$ cat src/rtl/tile_scheduler_if.sv
// tile_scheduler_if: frame request plus raster and flush 4-phase handshakes between the scheduler and its clients.
interface tile_scheduler_if;
  logic       frameStart;
  logic       busy;
  logic       frameDone;
  logic       startRasterizing;
  logic       doneRasterizing;
  logic       rasterTileID;
  logic [9:0] rasterxOffset;
  logic [9:0] rasteryOffset;
  logic       startFlush;
  logic       doneFlush;
  logic       flushTileID;
  logic [9:0] flushxOffset;
  logic [9:0] flushyOffset;
  modport master (
    input  frameStart, doneRasterizing, doneFlush,
    output busy, frameDone, startRasterizing, rasterTileID, rasterxOffset, rasteryOffset,
           startFlush, flushTileID, flushxOffset, flushyOffset
  );
  modport slave (
    output frameStart, doneRasterizing, doneFlush,
    input  busy, frameDone, startRasterizing, rasterTileID, rasterxOffset, rasteryOffset,
           startFlush, flushTileID, flushxOffset, flushyOffset
  );
endinterface

$ cat src/rtl/tile_scheduler.sv
// tile_scheduler: raster-scan tile walker feeding a rasterizer and a flusher through two ping-pong colour buffers.
module tile_scheduler #(
  parameter int SCREEN_W = 640,
  parameter int SCREEN_H = 480,
  parameter int TILE_DIM = 8
) (
  input logic              BOARD_CLK,
  input logic              RESET,
  tile_scheduler_if.master sched
);
  localparam logic [1:0] R_IDLE = 2'd0, R_REQ = 2'd1, R_REL = 2'd2;
  localparam logic [1:0] F_IDLE = 2'd0, F_REQ = 2'd1, F_REL = 2'd2;
  localparam logic [9:0] STEP   = 10'(TILE_DIM);
  localparam logic [9:0] LAST_X = 10'(SCREEN_W - TILE_DIM);
  localparam logic [9:0] LAST_Y = 10'(SCREEN_H - TILE_DIM);
  logic [1:0] rState, fState, bufFull;
  logic [9:0] tx, ty;
  logic [9:0] bufX [2];
  logic [9:0] bufY [2];
  logic       rBuf, fBuf, lastIssued;
  logic       rGo, rDone, fGo, fDone, frameEnd;
  // frameStart counts as active so the first request rises on the accept edge
  assign rGo      = rState == R_IDLE && (sched.busy || sched.frameStart) && !lastIssued && !bufFull[rBuf];
  assign rDone    = rState == R_REQ && sched.doneRasterizing;
  assign fGo      = fState == F_IDLE && bufFull[fBuf];
  assign fDone    = fState == F_REQ && sched.doneFlush;
  assign frameEnd = sched.busy && lastIssued && bufFull == 2'b00 && rState == R_IDLE && fState == F_IDLE;
  always_ff @(posedge BOARD_CLK) begin
    if (RESET) begin
      rState                 <= R_IDLE;
      fState                 <= F_IDLE;
      bufFull                <= 2'b00;
      tx                     <= '0;
      ty                     <= '0;
      bufX                   <= '{default: '0};
      bufY                   <= '{default: '0};
      rBuf                   <= 1'b0;
      fBuf                   <= 1'b0;
      lastIssued             <= 1'b0;
      sched.busy             <= 1'b0;
      sched.frameDone        <= 1'b0;
      sched.startRasterizing <= 1'b0;
      sched.rasterTileID     <= 1'b0;
      sched.rasterxOffset    <= '0;
      sched.rasteryOffset    <= '0;
      sched.startFlush       <= 1'b0;
      sched.flushTileID      <= 1'b0;
      sched.flushxOffset     <= '0;
      sched.flushyOffset     <= '0;
    end else begin
      sched.frameDone <= frameEnd;
      if (frameEnd) begin
        sched.busy <= 1'b0;
        tx         <= '0;
        ty         <= '0;
        lastIssued <= 1'b0;
      end else if (sched.frameStart && !sched.busy) sched.busy <= 1'b1;
      if (rGo) begin
        rState                 <= R_REQ;
        sched.startRasterizing <= 1'b1;
        sched.rasterTileID     <= rBuf;
        sched.rasterxOffset    <= tx;
        sched.rasteryOffset    <= ty;
      end
      // the finished tile's origin travels with its buffer to the flusher
      if (rDone) begin
        rState                 <= R_REL;
        sched.startRasterizing <= 1'b0;
        bufFull[rBuf]          <= 1'b1;
        bufX[rBuf]             <= tx;
        bufY[rBuf]             <= ty;
        rBuf                   <= ~rBuf;
        tx                     <= tx == LAST_X ? '0 : tx + STEP;
        ty                     <= tx == LAST_X ? (ty == LAST_Y ? '0 : ty + STEP) : ty;
        lastIssued             <= tx == LAST_X && ty == LAST_Y;
      end
      if (rState == R_REL && !sched.doneRasterizing) rState <= R_IDLE;
      if (fGo) begin
        fState             <= F_REQ;
        sched.startFlush   <= 1'b1;
        sched.flushTileID  <= fBuf;
        sched.flushxOffset <= bufX[fBuf];
        sched.flushyOffset <= bufY[fBuf];
      end
      if (fDone) begin
        fState           <= F_REL;
        sched.startFlush <= 1'b0;
        bufFull[fBuf]    <= 1'b0;
        fBuf             <= ~fBuf;
      end
      if (fState == F_REL && !sched.doneFlush) fState <= F_IDLE;
    end
  end
endmodule

$ cat src/flat_wrapper.sv
// flat-port wrapper written by rule: the top's interface ports become plain ports
module tile_scheduler_flat 
#(
  parameter int SCREEN_W = 640,
  parameter int SCREEN_H = 480,
  parameter int TILE_DIM = 8
)
  (BOARD_CLK, RESET, sched_frameStart, sched_doneRasterizing, sched_doneFlush, sched_busy, sched_frameDone, sched_startRasterizing, sched_rasterTileID, sched_rasterxOffset, sched_rasteryOffset, sched_startFlush, sched_flushTileID, sched_flushxOffset, sched_flushyOffset);
  tile_scheduler_if sched_i ();
  input logic BOARD_CLK;
  input logic RESET;
  input wire logic [$bits(sched_i.frameStart)-1:0] sched_frameStart;
  input wire logic [$bits(sched_i.doneRasterizing)-1:0] sched_doneRasterizing;
  input wire logic [$bits(sched_i.doneFlush)-1:0] sched_doneFlush;
  output wire logic [$bits(sched_i.busy)-1:0] sched_busy;
  output wire logic [$bits(sched_i.frameDone)-1:0] sched_frameDone;
  output wire logic [$bits(sched_i.startRasterizing)-1:0] sched_startRasterizing;
  output wire logic [$bits(sched_i.rasterTileID)-1:0] sched_rasterTileID;
  output wire logic [$bits(sched_i.rasterxOffset)-1:0] sched_rasterxOffset;
  output wire logic [$bits(sched_i.rasteryOffset)-1:0] sched_rasteryOffset;
  output wire logic [$bits(sched_i.startFlush)-1:0] sched_startFlush;
  output wire logic [$bits(sched_i.flushTileID)-1:0] sched_flushTileID;
  output wire logic [$bits(sched_i.flushxOffset)-1:0] sched_flushxOffset;
  output wire logic [$bits(sched_i.flushyOffset)-1:0] sched_flushyOffset;
  assign sched_i.frameStart = sched_frameStart;
  assign sched_i.doneRasterizing = sched_doneRasterizing;
  assign sched_i.doneFlush = sched_doneFlush;
  assign sched_busy = sched_i.busy;
  assign sched_frameDone = sched_i.frameDone;
  assign sched_startRasterizing = sched_i.startRasterizing;
  assign sched_rasterTileID = sched_i.rasterTileID;
  assign sched_rasterxOffset = sched_i.rasterxOffset;
  assign sched_rasteryOffset = sched_i.rasteryOffset;
  assign sched_startFlush = sched_i.startFlush;
  assign sched_flushTileID = sched_i.flushTileID;
  assign sched_flushxOffset = sched_i.flushxOffset;
  assign sched_flushyOffset = sched_i.flushyOffset;
  tile_scheduler #(.SCREEN_W(SCREEN_W), .SCREEN_H(SCREEN_H), .TILE_DIM(TILE_DIM)) u_core (.BOARD_CLK(BOARD_CLK), .RESET(RESET), .sched(sched_i));
endmodule
$ cat config.mk
export PLATFORM = sky130hd
export DESIGN_NAME = tile_scheduler_flat
export DESIGN_NICKNAME = d
export VERILOG_FILES = /design/src/rtl/tile_scheduler_if.sv /design/src/rtl/tile_scheduler.sv /design/src/flat_wrapper.sv
export SDC_FILE = /design/constraint.sdc
export NUM_CORES = 1
export LEC_CHECK = 0
export ABC_CLOCK_PERIOD_IN_PS = 1550
export BUFFER_PORTS_ARGS = -buffer_cell sky130_fd_sc_hd__buf_2
export CORE_ASPECT_RATIO = 1.5
export CORE_UTILIZATION = 50
export CTS_BUF_LIST = sky130_fd_sc_hd__clkbuf_16
export CTS_CLUSTER_DIAMETER = 200
export DETAILED_ROUTE_END_ITERATION = 16
export GPL_TIMING_DRIVEN = 1
export MAX_ROUTING_LAYER = met4
export PLACE_DENSITY = 0.74
export REMOVE_ABC_BUFFERS = 1
export SETUP_SLACK_MARGIN = 0.3
export SLEW_MARGIN = 0
export SYNTH_ARGS = -nofsm -noshare
export SYNTH_HDL_FRONTEND = slang
export SYNTH_SLANG_ARGS = --single-unit
$ cat constraint.sdc
create_clock -name BOARD_CLK -period 1.55 [get_ports BOARD_CLK]
set_clock_uncertainty 0.2 [all_clocks]
set_input_delay 0.0775 -clock BOARD_CLK [delete_from_list [all_inputs] [get_ports BOARD_CLK]]
set_output_delay 0.0775 -clock BOARD_CLK [all_outputs]
set_load 0.1 [all_outputs]
### Yosys cells after proc, flatten, opt, wreduce, memory -nomap -nowiden

Index checks and enable logic that the tools add are counted.

* add/sub/neg operators: 2
* magnitude comparators: 7
* eq/ne operators: 7
* mux-type cells: 33
* bitwise operators: 7
* reductions and logical operators: 37

Operator list (count)
* $mux 10: 13
* $bwmux 20: 2
* $add 10x4->10 const B: 2
* $logic_and 1x1->1: 17
* $mux 2: 7
* $demux 10 s1: 1
* $eq 10x10->1 const B: 1
* $eq 10x9->1 const B: 1
* $reduce_or 2->1: 5
* $mux 1: 8
* $logic_not 2->1: 3
* $reduce_bool 2->1: 3
* $reduce_or 3->1: 2
* $logic_not 1->1: 5
* $eq 2x1->1 const B: 2
* $eq 2x2->1 const B: 2
* $ge 2x2->1 const B: 2
* $lt 1x2->1 const B: 2
* $not 1->2: 2
* $and 2x2->2: 1
* $demux 1 s1: 2
* $ge 1x1->1 const B: 2
* $lt 2x1->1 const B: 1
* $ne 2x2->1 const B: 1
* 5 further kinds: 6

* register bits: 115
* output and inout bits: 46
* logic and storage cells: 117

### Logic depth before layout (Yosys ltp)

* depth after elaboration: 9
* depth in mapped cells: 7

### Worst setup path before layout

OpenSTA, ideal clock, no wires.

* path type: reg-to-reg
* from: register u_core.sched.busy
* to: register u_core.sched.rasterTileID
* library setup time: 0.128 ns
* arrival time: 1.770 ns
* path slack: -0.548 ns
* cell stages (with the launch flop): 6
* cells stage by stage: dfxtp_1 o211ai_1 buf_2 buf_4 mux2i_1 nor2_1

* word-level cells in the longest chain between the ends: 4

Ends and longest elaborated chain
* from (decl): RTL line tile_scheduler_if.sv:18 `output busy, frameDone, startRasterizing, rasterTileID, rasterxOffset, rasteryOffset,`
* from (signal assigned): RTL line tile_scheduler.sv:40 `sched.busy <= 1'b0;`
* from (signal assigned): RTL line tile_scheduler.sv:53 `sched.busy <= 1'b0;`
* from (signal assigned): RTL line tile_scheduler.sv:57 `end else if (sched.frameStart && !sched.busy) sched.busy <= 1'b1;`
* $logic_or 1x1->1: RTL line tile_scheduler.sv:23 `assign rGo = rState == R_IDLE && (sched.busy || sched.frameStart) && !lastIssued && !bufFull[rBuf];`
* $logic_and 1x1->1 (3 in a row): RTL line tile_scheduler.sv:23
* to (signal assigned): RTL line tile_scheduler.sv:61 `sched.rasterTileID <= rBuf;`
* to (decl): RTL line tile_scheduler_if.sv:18

No other way between the ends.
A chain may end at the register's enable or synchronous reset.

### Final worst setup path

* from: register u_core.rState[1]
* to: register u_core.ty[5]

* word-level cells in the longest chain between the ends: 5

Ends and longest elaborated chain
* from (decl): RTL line tile_scheduler.sv:16 `logic [1:0] rState, fState, bufFull;`
* from (signal assigned): RTL line tile_scheduler.sv:30 `rState <= R_IDLE;`
* from (signal assigned): RTL line tile_scheduler.sv:59 `rState <= R_REQ;`
* from (signal assigned): RTL line tile_scheduler.sv:67 `rState <= R_REL;`
* $logic_not 2->1: RTL line tile_scheduler.sv:27 `assign frameEnd = sched.busy && lastIssued && bufFull == 2'b00 && rState == R_IDLE && fState == F_IDLE;`
* $logic_and 1x1->1 (2 in a row): RTL line tile_scheduler.sv:27
* $reduce_bool 2->1 (no source line)
* $reduce_and 2->1 (no source line)
* to (signal assigned): RTL line tile_scheduler.sv:74 `ty <= tx == LAST_X ? (ty == LAST_Y ? '0 : ty + STEP) : ty;`
* to (decl): RTL line tile_scheduler.sv:17 `logic [9:0] tx, ty;`

Several ways; a longest one is shown, not always the timed one.

==> results.cfg <==
[floorplan]
std_cell_rows = 37
io_pins = 51
fp.dieH_um = 104
floorplan.initialDensity = 0.514
core_area_um2 = 6810
die_w_um = 70.3
die_area_um2 = 7350

[sta]
final.setup.worst_slack_ns = -0.112
final-max-slew-violation-count = 0
layout_min_cycle_time_ns = 1.66
setup_viol = 50
rsz_0062_raised_after_global_routing = yes
final.period_utilization = 1.07
setup_total_negative_slack_ns = -1.68
whs_ns = 0.0551
fmax_mhz = 602
final_hold_viol_count = 0

[global_route]
grt_max_degree = 86
vias_in_the_first_global_route = 3110
grt_use_met1 = 0.280
grt_util_all_layers = 0.257
globalRoute.busiestLayer = met2
globalRouteOverflowTotal = 0
met2_routing_resource_usage_after_global_routing = 0.431
grt.met3_usage = 0.0446
grt_pass1_wl_um = 14400
antenna_found_initial = 0

[yosys]
syn_inst = 403
seq_area_frac_synth = 0.486
synth_top_area_cell = dfxtp_1
synth.cell_area_um2 = 3500
synth_seq_cells = 85
yosys-top-cells-area = dfxtp_1, mux2i_1, nand2_1
yosys.area.top_type_share = 0.486
yosys_warnings = 0
yosys.cell_types.count = 37
post_synth.cell_area_avg_um2 = 8.69

[clock_tree]
worst_setup_hold_path_clk_slew_ns = 0.06
clk_root_buffer_cell = clkbuf_16
clock_path_buffers = 2
cts_buffers = 9
clk_latency_ns = 0.34
clkSinkCount = 85
tritoncts = yes
clock_tree.htree_level_count = 3

[detailed_routing]
drt_iter0_markers = 248
vias = 3298
drc = 2
detail_routed_via_count_per_cell = 5.76
detail-route-antenna-nets = 0
drt_pre_antenna_iters = 11
avgRoutedWirePerCell_um = 17.9
postRouteWirelength_um = 10300

[place]
io_buffer_count = 38
globalplace.congestion = 0.841
detailed_place_hpwl_um = 4970
placedInstanceArea_um2 = 3980

[flow_run]
max_cap_violations = 0

[pwr]
p_switching_mw = 1.87
clock_power_share = 0.347
power.sequential.fraction = 0.398
net_sw_frac = 0.316
combinationalPowerShare = 0.255
cell_internal_pwr_mw = 4.05
vdd_drop_max_uv = 741
total_power_mw = 5.93
cellPowerDensity_nw_per_um2 = 1130
leakagePower_nw = 1.98

[cells_and_area]
final_design_area_no_fill_um2 = 5250
post_route_cells_drive_above_1_share = 0.396
count_of_inserted_antenna_diode_cells = 0
leading_cell_types_in_the_layout_fill_and_taps_excluded = nand2_1, dfxtp_1, buf_6, buf_4, a21oi_1
flow.area_growth_from_synthesis_pct = 49.9
nets = 497
n_fill_cell = 406

[outcome]
run_status = complete, but fails checks
violations = DRC, setup timing

[critical_path]
crit_type = register to register
timing.critical_path.slowest_stage_cell = dfxtp_2
critPathBufInv = 0
critPathRequiredTime_ns = 1.61
arrival_ns = 1.72
cp-start-kind = register
cp_cell_sequence = and3b_2 -> and4_4 -> or3_1 -> a31oi_1
timing.critical_path.to_type = register
critical_path.top_delay_family = simple AND/OR/NAND/NOR gates
cp_slowest_stage_delay_ns = 0.38
critical_path_peak_fanout = 7

[min_path]
hold_class = input port to register
[timing repair]
| item | 4_1_cts | 5_1_grt |
|---|---|---|
| pin swaps | 31 | 21 |
| hold buffers | 3 | 0 |
| buffers inserted | 9 | 7 |
| gates cloned | 4 | 2 |
| endpoints found under the hold margin | 7 | 0 |
| resized for setup | 127 | 90 |
| endpoints found under the setup margin | 116 | 110 |
[Yosys cell counts]
master     count
dfxtp_1       85
nand2_1       68
nor2_1        50
a21oi_1       42
mux2i_1       31
a211oi_1      18
buf_4         15
clkbuf_1      12
buf_2         11
a311oi_1       7
nand3_1        7
nor3_1         6
inv_1          5
a41oi_1        4
nand2b_1       4
o21ai_0        4
a22oi_1        3
and4_1         3
nand4_1        3
a21o_1         2
a31oi_1        2
buf_6          2
ha_1           2
nor4_1         2
o211ai_1       2
or3_1          2
and2_0         1
and3_1         1
and3b_1        1
buf_1          1
conb_1         1
nand3b_1       1
nand4b_1       1
o2111ai_1      1
o41a_1         1
or2_2          1
xnor2_1        1
[routing by layer]
layer	wire (µm)	vias up
met2	5590	128
met1	3850	1589
met5	0	-
met4	368	0
li1	-	1554
met3	445	27
[worst paths after layout]
check,from,end,slack (ns),cells after the start
hold reg to reg,u_core.bufX[16],u_core.bufX[16],0.26,2
setup / recovery,u_core.rState[1],u_core.ty[5],-0.11,4
hold / removal,RESET,u_core.bufX[8],0.06,3
setup reg to reg,u_core.rState[1],u_core.ty[5],-0.11,4
[flip-flops by register name, indices dropped and copies added (netlist names)]
register                       flops
u_core.rBuf                        1
u_core.sched.rasterxOffset         7
u_core.rState                      2
u_core.sched.flushyOffset          7
u_core.sched.flushTileID           1
u_core.fState                      2
u_core.bufFull                     2
u_core.bufX                       14
u_core.lastIssued                  1
u_core.sched.busy                  1
u_core.sched.startRasterizing      1
u_core.ty                          7
u_core.sched.rasteryOffset         7
u_core.sched.startFlush            1
u_core.sched.flushxOffset          7
u_core.tx                          7
u_core.bufY                       14
u_core.sched.rasterTileID          1
u_core.sched.frameDone             1
u_core.fBuf                        1
[kinds of logic (layout without fill, tap and decap cells)]
logic type	after synthesis	count (layout)	share of synthesized area
XOR/XNOR	1	1	0.00250
multiplexers	31	31	0.0886
other	1	12	0.00107
adder cells (fa/ha/maj)	2	2	0.00715
flip-flops	85	85	0.486
AND/OR/NAND/NOR	151	151	0.185
AO/OA/AOI/OAI	86	86	0.156
buffers and inverters	46	127	0.0736
[metrics by stage]
step | worst slack [ns] | utilization | instances
floorplan | -1.56 | - | 373
global placement | -0.113 | 0.585 | 532
detailed placement | -0.206 | 0.585 | 532
CTS | -0.0349 | 0.712 | 564
global route | -0.144 | 0.771 | 573
finish | -0.112 | 0.771 | 573
[power groups by stage]
stage	clock network [mW]	registers [mW]	logic, mW
2_1_floorplan	0	2.73	0.394
3_3_place_gp	0	2.35	1.03
3_5_place_dp	0	2.35	1.04
4_1_cts	2.07	2.33	1.27
5_1_grt	2.16	2.37	1.56
6_report	2.06	2.36	1.51
[cell type report]
class                      count  area [µm²]  area share
multi-input combinational    283        1910       0.363
sequential                    85        1740       0.331
tap                           78        97.6      0.0186
inverter                       5        21.3     0.00405
clock inverter                 7        57.6      0.0110
timing repair buffer         106        1200       0.229
clock buffer                   9         225      0.0429
[worst reg2reg max path: cells and delay by family (launching register included)]
family / cells / cell delay, ns
flops: 1 / 0.38
simple gates: 3 / 0.81
compound gates: 1 / 0.19
No activity file was read; power rests on OpenSTA's default activity.
